$ cat src/rtl/spi_pkg.sv
// Shared constants and types for the SPI frame buffer.
package spi_pkg;

  localparam logic [1:0] SPI_MODE0 = 2'b00;
  localparam int DEFAULT_WIDTH = 8;
  localparam int DEFAULT_DEPTH = 4;

  typedef enum logic {
    IDLE,
    ACTIVE
  } spi_state_e;

endpackage

$ cat src/rtl/spi_sync_edge.sv
// Multi-flop synchroniser for an async pin plus rise/fall strobes.
module spi_sync_edge #(
  parameter int   STAGES  = 2,
  parameter logic RST_VAL = 1'b0
) (
  input  logic clk,
  input  logic reset_n,
  input  logic d_in,
  output logic rise,
  output logic fall
);

  localparam int N = (STAGES < 2) ? 2 : STAGES;

  logic [N-1:0] sync_q, sync_d;
  logic         prev_q, prev_d;

  always_comb begin
    sync_d = {sync_q[N-2:0], d_in};
    prev_d = sync_q[N-1];
  end

  always_ff @(posedge clk) begin
    if (!reset_n) begin
      sync_q <= {N{RST_VAL}};
      prev_q <= RST_VAL;
    end else begin
      sync_q <= sync_d;
      prev_q <= prev_d;
    end
  end

  assign rise = sync_q[N-1] & ~prev_q;
  assign fall = ~sync_q[N-1] & prev_q;

endmodule

$ cat src/rtl/spi_frame_buffer.sv
// Oversampled mode-0 SPI slave that gathers words into a frame buffer
// and reloads its MISO word through a tx_word/tx_next handshake.
module spi_frame_buffer
  import spi_pkg::*;
#(
  parameter int DEPTH       = DEFAULT_DEPTH,
  parameter int WIDTH       = DEFAULT_WIDTH,
  parameter int SYNC_STAGES = 2,
  localparam int CW         = $clog2(DEPTH + 1)
) (
  input  logic                   clk,
  input  logic                   reset_n,
  input  logic                   spi_sclk,
  input  logic                   spi_cs_n,
  input  logic                   spi_rx,
  output logic                   spi_tx,
  input  logic [CW-1:0]          length,
  input  logic [WIDTH-1:0]       tx_word,
  output logic                   tx_next,
  output logic [DEPTH*WIDTH-1:0] rx_flat,
  output logic [CW-1:0]          count,
  output logic                   valid,
  output logic                   overflow,
  output logic                   frame_start,
  output logic                   frame_end
);

  localparam int BW = $clog2(WIDTH + 1);
  localparam int NS = (SYNC_STAGES < 2) ? 2 : SYNC_STAGES;

  logic sclk_rise, sclk_fall;
  logic cs_rise, cs_fall;

  spi_sync_edge #(
    .STAGES (SYNC_STAGES),
    .RST_VAL(1'b0)
  ) u_sclk (
    .clk    (clk),
    .reset_n(reset_n),
    .d_in   (spi_sclk),
    .rise   (sclk_rise),
    .fall   (sclk_fall)
  );

  spi_sync_edge #(
    .STAGES (SYNC_STAGES),
    .RST_VAL(1'b1)
  ) u_cs (
    .clk    (clk),
    .reset_n(reset_n),
    .d_in   (spi_cs_n),
    .rise   (cs_rise),
    .fall   (cs_fall)
  );

  // rx runs through the same depth so it lines up with the sclk strobe
  logic [NS-1:0] rx_sync_q, rx_sync_d;
  logic          rx_s;

  assign rx_sync_d = {rx_sync_q[NS-2:0], spi_rx};
  assign rx_s      = rx_sync_q[NS-1];

  spi_state_e             state_q, state_d;
  logic [BW-1:0]          bit_q, bit_d;
  logic [WIDTH-2:0]       rx_shift_q, rx_shift_d;
  logic [WIDTH-1:0]       tx_shift_q, tx_shift_d;
  logic [CW-1:0]          count_q, count_d;
  logic [DEPTH*WIDTH-1:0] flat_q, flat_d;
  logic                   ovf_q, ovf_d;
  logic                   done_q, done_d;
  logic                   tx_next_q, tx_next_d;
  logic                   fs_q, fs_d;
  logic                   fe_q, fe_d;
  logic                   spi_tx_q, spi_tx_d;
  logic [WIDTH-1:0]       rx_word;

  always_comb begin
    state_d    = state_q;
    bit_d      = bit_q;
    rx_shift_d = rx_shift_q;
    tx_shift_d = tx_shift_q;
    count_d    = count_q;
    flat_d     = flat_q;
    ovf_d      = ovf_q;
    done_d     = done_q;
    tx_next_d  = 1'b0;
    fs_d       = 1'b0;
    fe_d       = 1'b0;
    rx_word    = {rx_shift_q, rx_s};

    unique case (state_q)
      IDLE: begin
        if (cs_fall) begin
          state_d    = ACTIVE;
          fs_d       = 1'b1;
          tx_next_d  = 1'b1;
          count_d    = '0;
          bit_d      = '0;
          ovf_d      = 1'b0;
          done_d     = 1'b0;
          tx_shift_d = tx_word;
        end
      end
      ACTIVE: begin
        if (cs_rise) begin
          state_d = IDLE;
          fe_d    = 1'b1;
          bit_d   = '0;
          done_d  = 1'b0;
        end else if (sclk_rise) begin
          rx_shift_d = rx_word[WIDTH-2:0];
          if (bit_q == BW'(WIDTH - 1)) begin
            bit_d  = '0;
            done_d = 1'b1;
            if (count_q < CW'(DEPTH)) begin
              for (int i = 0; i < DEPTH; i++) begin
                if (count_q == CW'(i)) begin
                  flat_d[i*WIDTH +: WIDTH] = rx_word;
                end
              end
              count_d = count_q + 1'b1;
            end else begin
              ovf_d = 1'b1;
            end
          end else begin
            bit_d = bit_q + 1'b1;
          end
        end else if (sclk_fall) begin
          if (done_q) begin
            tx_shift_d = tx_word;
            tx_next_d  = 1'b1;
            done_d     = 1'b0;
          end else begin
            tx_shift_d = {tx_shift_q[WIDTH-2:0], 1'b0};
          end
        end
      end
      default: state_d = IDLE;
    endcase

    spi_tx_d = tx_shift_d[WIDTH-1];
  end

  always_ff @(posedge clk) begin
    if (!reset_n) begin
      rx_sync_q  <= '0;
      state_q    <= IDLE;
      bit_q      <= '0;
      rx_shift_q <= '0;
      tx_shift_q <= '0;
      count_q    <= '0;
      flat_q     <= '0;
      ovf_q      <= 1'b0;
      done_q     <= 1'b0;
      tx_next_q  <= 1'b0;
      fs_q       <= 1'b0;
      fe_q       <= 1'b0;
      spi_tx_q   <= 1'b0;
    end else begin
      rx_sync_q  <= rx_sync_d;
      state_q    <= state_d;
      bit_q      <= bit_d;
      rx_shift_q <= rx_shift_d;
      tx_shift_q <= tx_shift_d;
      count_q    <= count_d;
      flat_q     <= flat_d;
      ovf_q      <= ovf_d;
      done_q     <= done_d;
      tx_next_q  <= tx_next_d;
      fs_q       <= fs_d;
      fe_q       <= fe_d;
      spi_tx_q   <= spi_tx_d;
    end
  end

  assign spi_tx      = spi_tx_q;
  assign tx_next     = tx_next_q;
  assign rx_flat     = flat_q;
  assign count       = count_q;
  assign overflow    = ovf_q;
  assign frame_start = fs_q;
  assign frame_end   = fe_q;
  assign valid       = (count_q == length) && (length != '0);

endmodule

$ cat config.mk
export PLATFORM = sky130hd
export DESIGN_NAME = spi_frame_buffer
export DESIGN_NICKNAME = d
export VERILOG_FILES = /design/src/rtl/spi_pkg.sv /design/src/rtl/spi_sync_edge.sv /design/src/rtl/spi_frame_buffer.sv
export SDC_FILE = /design/constraint.sdc
export NUM_CORES = 1
export LEC_CHECK = 0
export CORE_UTILIZATION = 55
export CTS_BUF_LIST = sky130_fd_sc_hd__clkbuf_8 sky130_fd_sc_hd__clkbuf_16
export CTS_CLUSTER_SIZE = 28
export DETAILED_ROUTE_END_ITERATION = 10
export PLACE_DENSITY = 0.91
export RECOVER_POWER = 100
export SYNTH_ARGS = -nofsm -noshare
export SYNTH_HDL_FRONTEND = slang
export SYNTH_SLANG_ARGS = --single-unit
$ cat constraint.sdc
create_clock -name clk -period 2.7 [get_ports clk]
set_input_delay 0.54 -clock clk [delete_from_list [all_inputs] [get_ports clk]]
set_output_delay 0.54 -clock clk [all_outputs]
set_load 0.03 [all_outputs]
## Word-level counts from Yosys, hierarchy flattened

Index checks and enable logic that the tools add are counted.
Widths: inputs -> output; s select.

| word-level totals | value |
|---|---|
| RAM bits | 0 |
| register bits after elaboration | 68 |
| latch bits | 0 |
| logic and storage cells | 102 |
| output and inout port bits | 41 |
| memories | 0 |
| ROM bits | 0 |

| operators by class | value |
|---|---|
| muxes and demuxes | 37 |
| magnitude comparators | 1 |
| reduce and logical (&&, ||, !) cells | 15 |
| eq/ne operators | 16 |
| $add $sub $neg | 2 |
| bitwise operators | 11 |
| divide/modulo/power cells | 0 |
| shifts and indexed selects | 0 |
| multiply operators | 0 |

Operator list:

| cell | number |
|---|---|
| $mux 8 | 5 |
| $reduce_and 6->1 | 4 |
| $mux 1 | 16 |
| $mux 4 | 4 |
| $pmux 8 s2 | 1 |
| $mux 3 | 5 |
| $ne 2x2->1 const B | 6 |
| $reduce_and 5->1 | 2 |
| $pmux 1 s2 | 4 |
| $pmux 4 s2 | 1 |
| $not 1->1 | 7 |
| $eq 3x2->1 const B | 2 |
| $pmux 3 s2 | 1 |
| $reduce_and 3->1 | 2 |
| $add 4x1->4 const B | 1 |
| $and 1x1->1 | 4 |
| $eq 4x3->1 const B | 1 |
| $ne 2x1->1 const B | 2 |
| $ne 4x3->1 const B | 1 |
| $ne 4x4->1 const B | 1 |
| $reduce_and 2->1 | 2 |
| $reduce_and 4->1 | 1 |
| $add 3x1->3 const B | 1 |
| $eq 3x1->1 const B | 1 |
| 7 further kinds | 7 |

## Longest topological paths before layout

Gate-level depths: netlist (run 1).

| depth | value |
|---|---|
| depth after elaboration | 6 |
| gate-level depth with buffers | 8 |

## By module

Synthesis (run 1) repeated with hierarchy kept, for this count alone.

| unflattened totals | value |
|---|---|
| cell total of the unflattened synthesis | 326 |
| area, all modules | 2956.6 µm² |

By module, submodules not included:

| module | cells an instance | instances | sequential area each (µm²) | area an instance (µm²) |
|---|---|---|---|---|
| spi_frame_buffer | 310 | 1 | 1241.2 | 2773.9 |
| spi_sync_edge | 8 | 2 | 60.1 | 91.3 |

## Worst setup path after synthesis (run 1)

OpenSTA, ideal clock, no wires.

| timing | value |
|---|---|
| path kind | flip-flop to output port |
| start point | register count_q[0], in the netlist count[0] |
| end point | output port valid |
| required time | 2160 ps |
| stages on the path, launching flop included | 5 |
| buffers on the path | 0 |
| slack | 498 ps |
| arrival | 1662 ps |
| path through | dfxtp_1 inv_1 a211oi_1 a21oi_1 nor3_1 |

| on the way | value |
|---|---|
| longest elaborated chain between the ends | 2 |

RTL lines:

| what | RTL line | text |
|---|---|---|
| start, declared | spi_frame_buffer.sv:67 | `logic [CW-1:0] count_q, count_d;` |
| start signal, assigned | spi_frame_buffer.sv:165 | `count_q <= count_d;` |
| $eq 3x3->1 | spi_frame_buffer.sv:183 | `assign valid = (count_q == length) && (length != '0);` |
| $logic_and 1x1->1 | spi_frame_buffer.sv:183 |  |
| end, declared | spi_frame_buffer.sv:22 | `output logic valid,` |

Every way passes these cells.

## Final worst setup path (run 1)

| timing | value |
|---|---|
| start point | input port length[2] |
| end point | output port valid |

| on the way | value |
|---|---|
| longest elaborated chain between the ends | 2 |

RTL lines:

| what | RTL line | text |
|---|---|---|
| start, declared | spi_frame_buffer.sv:17 | `input logic [CW-1:0] length,` |
| $eq 3x3->1 or $reduce_bool 3->1 (tied branches) | spi_frame_buffer.sv:183 |  |
| $logic_and 1x1->1 (*) | spi_frame_buffer.sv:183 |  |

Mark *: on every way between the ends. The rest lies on a longest branch, timed or not.

==> key figures, run 1 <==
Routing
  – DR iter-0 viols: around 130
  – Routed WL: between 6 and 7 mm
  – Wirelength per Cell: roughly 15 µm
  – Router iterations before antenna repair: 4
  – DRC errors left: 0
  – Vias per cell: 5.40
  – Via count: between 2k and 2.5k
  – Antenna-violating nets left: 0

Layout
  – Final Instance Area: ~0.0036 mm²
  – Final net count: 358
  – Fillers: between 300 and 400
  – Area Growth Syn to Fin: 26.3%
  – Layout cell share with drive strength beyond 1: under 10%
  – ANT cells: 0
  – Post-route insts no fill: slightly above 400

Global route
  – Vias in the first global route: between 2k and 2.5k
  – Largest net degree at the start of global routing: 44
  – First-pass GRT wire length: 9.72 mm
  – Initial antenna violation count: 0
  – All-layer global routing usage: between 20 and 25%
  – Grt ovf: 0

STA
  – Final slew viol count: 37
  – Tmin final: 2.25 ns
  – Clk_skew: 0.00937 ns
  – Final WS setup: about 0.45 ns
  – Worst rel slew slack: -1.85%
  – Final worst-path cycle share: approximately 83%
  – Final TNS setup: 0 ns
  – FMAX: 445 MHz
  – Setup Viol. Count Final: 0
  – RSZ-0062 raised after global routing: false
  – Hold Vio Cnt, Final: 0
  – Worst slew pin tran: 1.53 ns

Setup path
  – CP Cell Sequence: clkdlybuf4s50_1, a211oi_1, a21oi_1, nor3_1, clkbuf_1
  – Crit path largest cell delay: approximately 0.43 ns
  – Worst r2r path cells: 4
  – Crit path launch: length[2]
  – Worst R2R Start: state_q
  – Flop2flop setup slack: around 0.76 ns
  – Worst EP arrival: 1.71 ns
  – WP data required: around 2.2 ns
  – CP endpoint kind: output port
  – Slowest cell on crit path: clkdlybuf4s50_1
  – Crit Path Class: primary input to output port
  – CP Launch Type: primary input
  – Reg-to-Reg End: spi_tx
  – CP max FO: 2

Worst hold path
  – Hold Path End: u_cs.sync_q[1]
  – Hold wc startpoint: u_cs.sync_q[0]
  – Hold depth: 1
  – Worst hold-check path type: register to register

Floorplan
  – Rows: 25
  – Core area: between 0.004 and 0.005 mm²
  – Die area: around 0.0055 mm²
  – Initial Util: between 50% and 60%
  – Die Span Y: between 70 and 80 µm
  – Die W: ~74 µm
  – IO Count: 57

Logic synthesis
  – Synth warnings: 0
  – Post-synthesis sequential area ratio: a little under half
  – Synth Instances: approximately 280
  – Synth Area per Inst: 10.0 µm²
  – Library cells used by synthesis: 41
  – Post-synth ARST share: 0%
  – Post-Synthesis Cell Area: 0.00284 mm²
  – EDFF count, synth: 0
  – Top FF cell, synth: dfxtp_1
  – Seq cells post-synth: 68
  – Post-Syn Nets: slightly above 300

Power and ir drop
  – Total power: approximately 0.0022 W
  – P_leak: roughly 1.5 nW
  – Pwr dens: 607 mW/mm²
  – VDD IR-drop max: between 300 and 400 µV

CTS
  – CTS tree: done
  – CTS clk-pin slew, worst paths: 0.07 ns
  – Clock tree root driver cell: clkbuf_8
  – Worst-Skew Late Latency: roughly 0.34 ns
  – H-tree depth: 3
  – CTS Buffer Depth: 2
  – Post-CTS Hold Buffers: 0
  – Number of CTS-inserted buffers: 9
  – Clock Sinks: 68

Outcome
  – Status: finished, violations left
  – Failing checks: capacitance limit, slew limit

Place
  – Port Buf Inserts: 56
  – Placed insts: approximately 390
  – Final RePlAce weighted congestion: roughly 0.79
  – Pre-CTS WS: ~0.068 ns
  – DP Area: between 0.003 and 0.004 mm²
  – DP Wirelength: between 4 and 5 mm

Flow run
  – Max Cap Viol: 1
[cell families (layout without fill, tap and decap cells)]
| group | Yosys count | in the layout | share of synthesized area [%] |
|---|---|---|---|
| fa+ha+maj | 9 | 9 | 3.96 |
| flops | 68 | 68 | 47.9 |
| simple gates | 107 | 107 | 21.3 |
| mux | 24 | 24 | 8.45 |
| xor+xnor | 2 | 2 | 0.616 |
| compound gates | 49 | 49 | 12.0 |
| buf+inv | 24 | 79 | 5.81 |
[repair_timing]
item | CTS | global route
gates resized for setup | 0 | 1
endpoints found under the setup margin | 0 | 1
buffers inserted | 0 | 0
[layout by cell type (no fill, tap or decap), drive strengths merged]
master / n
a211oi: 1
a21boi: 1
a21oi: 2
a2bb2oi: 1
a32o: 1
a41o: 1
and2: 11
and3: 1
and4b: 1
and4bb: 1
buf: 1
bufinv: 3
clkbuf: 13
clkdlybuf4s50: 14
clkinvlp: 1
dfxtp: 68
dlygate4sd3: 40
ha: 9
inv: 7
mux2i: 24
nand2: 35
nand2b: 6
nand3: 31
nand4: 5
nor2: 2
nor2b: 11
nor3: 2
nor3b: 1
o211a: 7
o21a: 2
o21ai: 28
o221a: 1
o22ai: 1
o2bb2ai: 2
o41ai: 1
xor2: 2
[worst max-delay path by stage]
stage	endpoint	slack, ns	depth (start not counted)
after floorplan	valid	0.50	4
after global placement	valid	0.12	5
after detailed placement	valid	0.07	5
after CTS	valid	0.07	5
after global routing	valid	0.33	5
final	valid	0.45	5
[per-stage QoR]
step,util (%),hold slack [ns]
6_report,74.1,0.430
2_1_floorplan,-,0.386
3_3_place_gp,69.3,0.390
5_1_grt,74.1,0.447
3_5_place_dp,69.3,0.397
4_1_cts,74.6,0.437
[where the power goes]
part           internal (W)  switching, W  leakage [nW]
Clock              0.000667      0.000394         0.126
Sequential          0.00102    0.00000866         0.550
Combinational     0.0000466     0.0000495         0.832
[per-layer routing]
| metal | up-vias | track usage [%] | wire, µm |
|---|---|---|---|
| met2 | 44 | 40.9 | 3090 |
| met5 | - | 0 | 0 |
| met1 | 1050 | 28.8 | 2650 |
| met4 | 0 | 12.8 | 129 |
| met3 | 10 | 4.94 | 162 |
| li1 | 1084 | - | - |
[state kept, by name, summed over array words and instances, names as in the netlist]
register	cells
u_sclk.sync_q	2
overflow	1
done_q	1
state_q	1
tx_shift_q	7
frame_end	1
u_sclk.prev_q	1
tx_next	1
rx_shift_q	7
u_cs.sync_q	2
u_cs.prev_q	1
spi_tx	1
bit_q	4
rx_flat	32
count	3
rx_sync_q	2
frame_start	1
[synth_stat cells (2+ instances only)]
master     instances  area share [%]
xor2_1             2            0.62
buf_2              3            0.53
a21oi_1            2            0.35
o21ai_0           25             4.4
inv_1              6            0.79
nor2_1             2            0.26
nor3_1             2            0.35
and2_1             9             2.0
nand4_4            3             2.2
nand4_1            2            0.44
nand2_1           35             4.6
nor2b_1           11             2.4
o211a_1            7             2.5
o2bb2ai_1          2            0.62
buf_1              2            0.26
buf_6              4             1.6
nand3_1           31             5.5
nand2b_1           6             1.3
clkbuf_1           5            0.66
dfxtp_1           68              48
mux2i_1           24             8.4
o21ai_1            3            0.53
o21a_1             2            0.53
and2_4             2            0.62
ha_1               9             4.0
[cell type report]
type / count / area [µm²] / area share, %
clock buffer: 11 / 151 / 4.21
clock inverter: 5 / 106 / 2.96
inverter: 6 / 22.5 / 0.627
multi-input combinational: 191 / 1300 / 36.2
sequential: 68 / 1360 / 37.9
tap: 67 / 83.8 / 2.33
timing repair buffer: 57 / 568 / 15.8
[worst max-delay path: cells and delay by family]
family | cells | cell delay (ns)
and+or+nand+nor | 1 | 0.13
buffers and inverters | 2 | 0.76
AOI/OAI and AO/OA | 2 | 0.28
Power figures use the tool's default switching activity.
==> inputs of run 2 (changes only) <==
CORE_UTILIZATION = 51   (was 55)
PLACE_DENSITY = 0.85   (was 0.91)
clock period = 2.3 ns   (was 2.7 ns; I/O delays follow)
==> run 2 against run 1 <==
The run now ends clean. Largest cell class unchanged. Via count rose by 1.5%. Final area decreased by 3.3%. Wire length decreased by 7.0%. Hold slack lost 0.012 ns. Clock power is 19% lower. Combinational power up 14%. Highest routed layer unchanged. Count of clock-buffer cells in the layout fell by 2.
==> key figures, run 2 (synthesized netlist as in run 1, its figures left out) <==
Flow run
  – Max Cap Viol: 0 (-1)

Layout
  – Fillers: 437 (+25%)
  – Layout cell share with drive strength beyond 1: 6.74% (-0.65 points)
  – Final net count: 361 (+0.84%)
  – Largest register FFs: 32 (unchanged)
  – Commonest non-fill, non-tap cell in the layout: dfxtp_1
  – ANT cells: 0 (unchanged)
  – Commonest non-fill, non-tap cells in the layout: dfxtp_1 (68), dlygate4sd3_1 (40), nand2_1 (35)
  – Area Growth Syn to Fin: 22.2%

Global route
  – Grt ovf: 0 (unchanged)
  – First-pass GRT wire length: 9.49 mm (-2.4%)
  – Initial antenna violation count: 0 (unchanged)
  – Largest net degree at the start of global routing: 32 (-27%)
  – Vias in the first global route: 2059 (-3.7%)
  – All-layer global routing usage: 20.4% (-3.8 points)

Setup path
  – CP endpoint kind: output port
  – Crit Path Class: register to output port
  – CP Launch Type: register
  – Worst r2r path cells: 4 (unchanged)
  – WP data required: 1.84 ns (-0.32 ns)
  – Worst EP arrival: 1.64 ns (-0.07 ns)
  – CP max FO: 6 (+4)
  – Flop2flop setup slack: 0.27 ns (-0.49 ns)

STA
  – Final worst-path cycle share: 91.5%
  – Worst rel slew slack: 23.5% (+25 points)
  – Clk_skew: 0.0148 ns (+0.00545 ns)
  – Setup Viol. Count Final: 0 (unchanged)
  – Hold Vio Cnt, Final: 0 (unchanged)
  – Worst slew pin tran: 1.15 ns (-0.381 ns)
  – Tmin final: roughly 2.1 ns
  – Final WS setup: 0.196 ns (-0.257 ns)
  – FMAX: about 480 MHz
  – Final TNS setup: 0 ns (unchanged)
  – RSZ-0062 raised after global routing: false
  – Final slew viol count: 0 (-100%)

Floorplan
  – Die area: 0.00588 mm² (+7.6%)
  – IO Count: 57 (unchanged)
  – Die W: 76.7 µm (+3.7%)
  – Rows: 26 (+4.0%)
  – Die Span Y: 76.7 µm (+3.7%)
  – Initial Util: 54.3% (-4.4 points)
  – Core area: 0.00524 mm² (+8.0%)

Power and ir drop
  – Total power: 0.00217 W (-0.32%)
  – VDD IR-drop max: 423 µV (+11%)
  – Pint: 0.00164 W (-5.1%)
  – Net Sw Frac: 24.5% (+3.8 points)
  – P_leak: 1.47 nW (-2.5%)
  – Clock share of power: 39.7% (-9.0 points)
  – Net switching power: 0.000533 W (+18%)
  – Logic pwr share: 5.1% (+0.7 points)
  – Reg power frac: 55.3% (+8.4 points)
  – Pwr dens: 626 mW/mm² (+3.1%)

Routing
  – Router iterations before antenna repair: 4 (unchanged)
  – DR iter-0 viols: 102 (-18%)
  – DRC errors left: 0 (unchanged)
  – Via count: 2221 (+1.5%)
  – Antenna-violating nets left: 0 (unchanged)
  – Vias per cell: 5.40 (about the same)
  – Routed WL: 5.61 mm (-7.0%)
  – Wirelength per Cell: 13.6 µm (-8.4%)

CTS
  – Post-CTS Setup Inserts: 0 (unchanged)
  – Post-CTS Resized: 0 (unchanged)
  – Post-CTS Hold Buffers: 0 (unchanged)
  – CTS clk-pin slew, worst paths: 0.07 ns (about the same)
  – Number of CTS-inserted buffers: 9 (unchanged)
  – CTS Buffer Depth: 2 (unchanged)
  – Clock tree root driver cell: clkbuf_8
  – H-tree depth: 3 (unchanged)
  – CTS tree: done
  – Clock Sinks: 68 (unchanged)
  – Worst-Skew Late Latency: 0.35 ns (about the same)

Worst hold path
  – Hold depth: 1 (unchanged)
  – Worst hold-check path type: register to register

Place
  – Pre-CTS WS: 0.265 ns (+0.197 ns)
  – Port Buf Inserts: 56 (unchanged)
  – DP Wirelength: 3.97 mm (-1.2%)
  – Final RePlAce weighted congestion: 0.784 (-1.1%)

Outcome
  – Status: finished, final reports clean
-- run 2: worst paths after layout --
| kind | start | end |
|---|---|---|
| setup / recovery | count[0] | valid |
| hold / removal | u_cs.sync_q[0] | u_cs.sync_q[1] |
| hold reg to reg | u_cs.sync_q[0] | u_cs.sync_q[1] |
| setup reg to reg | state_q | rx_flat[30] |
-- run 2: per-stage QoR --
step           area, µm²  instances  hold slack, ns  utilization [%]
3_3_place_gp        3370        395           0.389             64.4
3_5_place_dp        3370        395           0.407             64.4
2_1_floorplan       2840        283           0.386                -
5_1_grt             3470        411           0.443             66.3
4_1_cts             3550        411           0.424             67.7
6_report            3470        411           0.419             66.3
-- run 2: worst max-delay path: stages, from the launching register on --
cell and delay (ns):
dfxtp_1 0.45, inv_1 0.13, a211oi_1 0.21, a21oi_1 0.07, nor3_1 0.19, clkbuf_2 0.25
-- run 2: layer usage --
| metal | GRT usage (%) | vias to the layer above | wire length, µm |
|---|---|---|---|
| met5 | 0 | - | 0 |
| met4 | 9.23 | 0 | 92 |
| met2 | 33.5 | 68 | 2750 |
| met1 | 25.4 | 1043 | 2470 |
| met3 | 4.40 | 11 | 291 |
| li1 | - | 1099 | - |
-- run 2: layout make-up --
class / instances / area (µm²) / share of cell area [%]
multi-input combinational: 191 / 1260 / 36.2
sequential: 68 / 1360 / 39.2
tap: 70 / 87.6 / 2.52
inverter: 6 / 22.5 / 0.648
timing repair buffer: 60 / 569 / 16.4
clock buffer: 9 / 124 / 3.57
clock inverter: 7 / 52.6 / 1.51
-- run 2: power groups by stage --
| stage | Clock [W] | Combinational, W | Sequential (W) |
|---|---|---|---|
| after floorplan | 0 | 0.0000735 | 0.00123 |
| after global placement | 0 | 0.000112 | 0.00123 |
| after detailed placement | 0 | 0.000115 | 0.00123 |
| after CTS | 0.000881 | 0.000115 | 0.00120 |
| after global routing | 0.000952 | 0.000121 | 0.00120 |
| final | 0.000863 | 0.000110 | 0.00120 |
==> RTL change 1 (flow settings as in run 2) <==
Make the reset (`reset_n`) asynchronous in 2 clocked blocks.
--- a/src/rtl/spi_sync_edge.sv
+++ b/src/rtl/spi_sync_edge.sv
@@ -22,3 +22,3 @@
 
-  always_ff @(posedge clk) begin
+  always_ff @(posedge clk or negedge reset_n) begin
     if (!reset_n) begin
--- a/src/rtl/spi_frame_buffer.sv
+++ b/src/rtl/spi_frame_buffer.sv
@@ -143,3 +143,3 @@
 
-  always_ff @(posedge clk) begin
+  always_ff @(posedge clk or negedge reset_n) begin
     if (!reset_n) begin
Behaviour: differs if reset_n is asserted again (counterexample within 4 cycles, from zero or initial values and one cycle with reset_n low); with reset_n held inactive, the same outputs for 10 cycles.
==> RTL change 1 against run 2 <==
Hold slack worse by 0.12 ns; die area rose by 5.2%; critical path depth up 1; critical path type is now reg2reg; cell area increased by 8.3%; routed wire length is 2.1% lower; synthesized area grew 5.4%; global-route usage down 0.16 points; setup slack better by 0.018 ns; sequential cell count unchanged.
Power is not compared: it rests on default switching activity, and its combinational part moved more than twofold at a synthesized area within 25%.
==> RTL change 1: results (changes against run 2) <==
* Sequential cell area fraction in the yosys report at 56.91% (was 47.87%)
* DRT iter0 DRCs at 80 (was 102)
* First-pass GRT wire length at 9128 µm (was 9487 µm)
* Worst Path Max Fanout at 8 (was 6)
* Routability cong. at 0.7617 (was 0.7844)
* Total track usage at 20.19% (was 20.35%)
* Pre-CTS setup slack at 0.3398 ns (was 0.2646 ns)
* Number of global-route vias before repair at 1,856 (was 2,059)
* Critical path's top delay family: buffers and inverters (was flip-flops)
* Layout Nets at 308 (was 361)
* Post-synth top cells: dfrtp_1 (65), mux2_4 (24), mux2_2 (16) (was dfxtp_1 (68), nand2_1 (35), nand3_1 (31))
* Slowest-stage cell, CP: clkbuf_1 (was dfxtp_1)
* Skew final at 0.01223 ns (was 0.01481 ns)
* HP Class: in2async (was reg2reg)
* Worst Reg-to-Reg Cells at 6 (was 4)
* Initial antenna violation count at 0 (unchanged)
* Drt pass-1 iters at 4 (unchanged)
* Pin count of the biggest net entering global routing at 33 (was 32)
* Routed WL per cell at 15.30 µm (was 13.65 µm)
* Worst path max stage delay at 0.48 ns (was 0.45 ns)
* Status: completed (unchanged)
* Worst slew margin at 27.97% (was 23.52%)
* Num CTS Buffers at 9 (unchanged)
* Leak Pwr at approximately 2 nW
* Layout cells sized above 1 at 16.72% (was 6.745%)
* Asr flop ratio synth at 100.0% (was 0%)
* Main area contributors after synthesis: dfrtp_1 (54%), mux2_4 (12%), mux2_2 (6.0%) (was dfxtp_1 (48%), mux2i_1 (8.4%), nand3_1 (5.5%))
* Worst Setup SP: u_sclk.prev_q (was count[0])
* DP HPWL at 3920 µm (was 3965 µm)
* DR vias at 1,845 (was 2,221)
* Placed cell areas at 3662 µm² (was 3372 µm²)
* FILL cells at 430 (was 437)
* Distinct cells, synth at 38 (was 41)
## RTL change 1: changes by cell type in the layout (fill, tap and decap cells not counted), moves of 6 or more
| cell | delta |
|---|---|
| dfxtp_1 | -68 |
| dfrtp_1 | +65 |
| nand3_1 | -22 |
| nand2_1 | -20 |
| mux2_1 | +18 |
| mux2_2 | +16 |
| mux2i_1 | -16 |
| o21ai_0 | -15 |
| nor2b_1 | -11 |
| o211a_1 | -7 |
| a21oi_1 | +6 |
| mux2_4 | +6 |
## RTL change 1: final timing paths
kind,slack [ns],to
hold reg to reg,0.35,rx_sync_q[1]
setup reg to reg,0.21,rx_flat[27]
min in group clk,0.35,rx_sync_q[1]
hold / removal,0.30,count[1]
max in group asynchronous,0.67,rx_flat[14]
setup / recovery,0.21,rx_flat[27]
## RTL change 1: layout make-up
cell class	instances	area [µm²]	area share (%)
sequential	68	1705	45.31
multi-input combinational	135	1150	30.55
timing repair buffer	62	576.8	15.33
clock buffer	10	137.6	3.657
tap	72	90.09	2.394
clock inverter	5	77.57	2.061
inverter	7	26.28	0.6981
## RTL change 1: through the flow
| step | util [%] | std cells | total power, mW | hold slack (ns) |
|---|---|---|---|---|
| global placement | 65.70 | 344 | 1.734 | 0.3316 |
| global route | 67.52 | 359 | 2.905 | 0.3575 |
| CTS | 69.56 | 359 | 2.813 | 0.07486 |
| detailed placement | 65.70 | 344 | 1.763 | 0.3387 |
| floorplan | - | 216 | 1.617 | 0.1644 |
| finish | 67.52 | 359 | 2.764 | 0.2980 |
## RTL change 1: kinds of logic (layout without fill, tap and decap cells)
logic type,after synthesis,after routing,synth area share [%]
XOR/XNOR,2,2,0.5847
AO/OA/AOI/OAI,27,27,5.261
buffers and inverters,13,84,2.046
adder cells (fa/ha/maj),9,9,3.758
multiplexers,48,48,20.71
AND/OR/NAND/NOR,49,49,10.73
flip-flops,68,68,56.91
## RTL change 1: per-layer routing
metal / global-route usage, % / share of wire [%] / vias up
met3: 4.535 / 3.1 / 10
met4: 10.00 / 2.3 / 0
met2: 31.30 / 48 / 46
met1: 26.66 / 47 / 891
met5: 0 / 0 / -
li1: - / - / 898
## RTL change 1: where the power goes
part	switching (mW)	internal, mW	leakage (nW)
combinational	0.140	0.138	0.953
clock	0.424	0.630	0.114
sequential	0.118	1.31	0.901
total	0.682	2.08	1.97
==> RTL change 2 (flow settings as in run 2) <==
Made on the original files. `RST_VAL` is set to 1'b0 in 2 places; all go to 1'b1.
--- a/src/rtl/spi_sync_edge.sv
+++ b/src/rtl/spi_sync_edge.sv
@@ -3,3 +3,3 @@
   parameter int   STAGES  = 2,
-  parameter logic RST_VAL = 1'b0
+  parameter logic RST_VAL = 1'b1
 ) (
--- a/src/rtl/spi_frame_buffer.sv
+++ b/src/rtl/spi_frame_buffer.sv
@@ -35,3 +35,3 @@
     .STAGES (SYNC_STAGES),
-    .RST_VAL(1'b0)
+    .RST_VAL(1'b1)
   ) u_sclk (
Behaviour: no difference found for any inputs over 10 cycles, from zero or initial values and one cycle with reset_n low; that may be too few to reach the edited logic, so the function may still have changed.
==> RTL change 2 against run 2 <==
Power rose by 6.9%; clock power grew 17%; setup slack worse by 0.043 ns; first-iteration DRC count up 18%; register-to-register slack got worse by 0.12 ns; clock skew fell by 0.0039 ns; cell area rose by 0.61%; synthesized area down 0.18%; final cell count shrank 0.49%; sequential cell count unchanged; global-route usage shrank 0.061 points; routed wire length is 2.4% lower; critical endpoint is now rx_flat[30].
==> RTL change 2: results (changes against run 2) <==
* DP HPWL at 3754 µm (was 3965 µm)
* First-pass GRT wire length at 9218 µm (was 9487 µm)
* Post-synth top cells: dfxtp_1 (68), nand2_1 (36), nand3_1 (31) (was dfxtp_1 (68), nand2_1 (35), nand3_1 (31))
* Slowest-stage cell, CP: and2_0 (was dfxtp_1)
* Grt met3 use at 5.030% (was 4.405%)
* Vias per cell at 5.347 (was 5.404)
* Pin count of the biggest net entering global routing at 61 (was 32)
* Worst path max stage delay at 0.56 ns (was 0.45 ns)
* Num CTS Buffers at 9 (unchanged)
* DR vias at 2,187 (was 2,221)
* Placed cell areas at 3367 µm² (was 3372 µm²)
* Routability cong. at 0.7574 (was 0.7844)
* DRT met1 WL at 2607 µm (was 2472 µm)
* Layout cells sized above 1 at 6.195% (was 6.745%)
* DRT iter0 DRCs at 120 (was 102)
* Number of global-route vias before repair at 1,991 (was 2,059)
* Setup ws final at 0.1534 ns (was 0.1962 ns)
* Placed insts at 393 (was 395)
* Status: completed (unchanged)
* Clk cell area share at 6.013% (was 5.077%)
* Signal buffers at 58 (was 60)
* Buffering overhead at 16.39% (was 16.38%)
* Worst slew margin at 39.31% (was 23.52%)
* Final Util at 66.75% (was 66.34%)
* Leak Pwr at 1.499 nW (was 1.471 nW)
* H-tree Lvls at 3 (unchanged)
* FILL cells at 438 (was 437)
* Total number of yosys warnings at 0 (unchanged)
* Met3 wirelength from detailed routing at 171 µm (was 291 µm)
* Max VDD drop at 0.0005299 V (was 0.0004226 V)
* Critical path's top delay family: simple AND/OR/NAND/NOR gates (was flip-flops)
* Clock net power at 1.01 mW (was 0.863 mW)
* Clock tree buffer depth at 2 (unchanged)
* Register area at 1361 µm² (unchanged)
* Total track usage at 20.29% (was 20.35%)
* Sw frac at 22.18% (was 24.51%)
* Skew final at 0.01094 ns (was 0.01481 ns)
* CP arrival at 2.41 ns (was 1.64 ns)
* Metal2 WL at 2577 µm (was 2754 µm)
* Mapped cell area at 2839 µm² (was 2844 µm²)
* Distinct cells, synth at 40 (was 41)
* Layout Nets at 359 (was 361)
* Pre-CTS setup slack at 0.3608 ns (was 0.2646 ns)
* Synthesized Nets at 308 (unchanged)
* Sequential cell area fraction in the yosys report at 47.95% (was 47.87%)
* M2 GR Usage at 32.07% (was 33.48%)
* Number of diodes at 0 (unchanged)
* GR Util met1 at 24.66% (was 25.39%)
* Area occupied by multi-input gates at 1241 µm² (was 1257 µm²)
* Main area contributors after synthesis: dfxtp_1 (48%), mux2i_1 (8.5%), nand3_1 (5.5%) (was dfxtp_1 (48%), mux2i_1 (8.4%), nand3_1 (5.5%))
* Worst Path Max Fanout at 13 (was 6)
* Power Total at 2.323 mW (was 2.174 mW)
* CLK BUF at 11 (was 9)
* WHS at 0.4171 ns (was 0.4188 ns)
* Routed wire length at 5474 µm (was 5610 µm)
==> RTL change 2: cell types whose count changed in the layout (fill, tap and decap cells not counted), moves of 2 or more <==
cell	run 2	this run
o21ai_0	28	26
clkinv_4	3	0
and2_0	5	3
clkbuf_8	9	11
nand2b_1	6	8
o21ai_1	0	2
==> RTL change 2: kinds of logic after synthesis <==
family | share of synthesized area (%)
buffers and inverters | 5.729
AO/OA/AOI/OAI | 12.03
AND/OR/NAND/NOR | 21.24
adder cells (fa/ha/maj) | 3.967
multiplexers | 8.462
XOR/XNOR | 0.6171
flip-flops | 47.95
==> RTL change 2: final timing paths <==
check | startpoint | endpoint | depth (start not counted)
setup / recovery | state_q | rx_flat[30] | 4
hold / removal | u_sclk.sync_q[0] | u_sclk.sync_q[1] | 1
setup reg to reg | state_q | rx_flat[30] | 4
hold reg to reg | u_sclk.sync_q[0] | u_sclk.sync_q[1] | 1
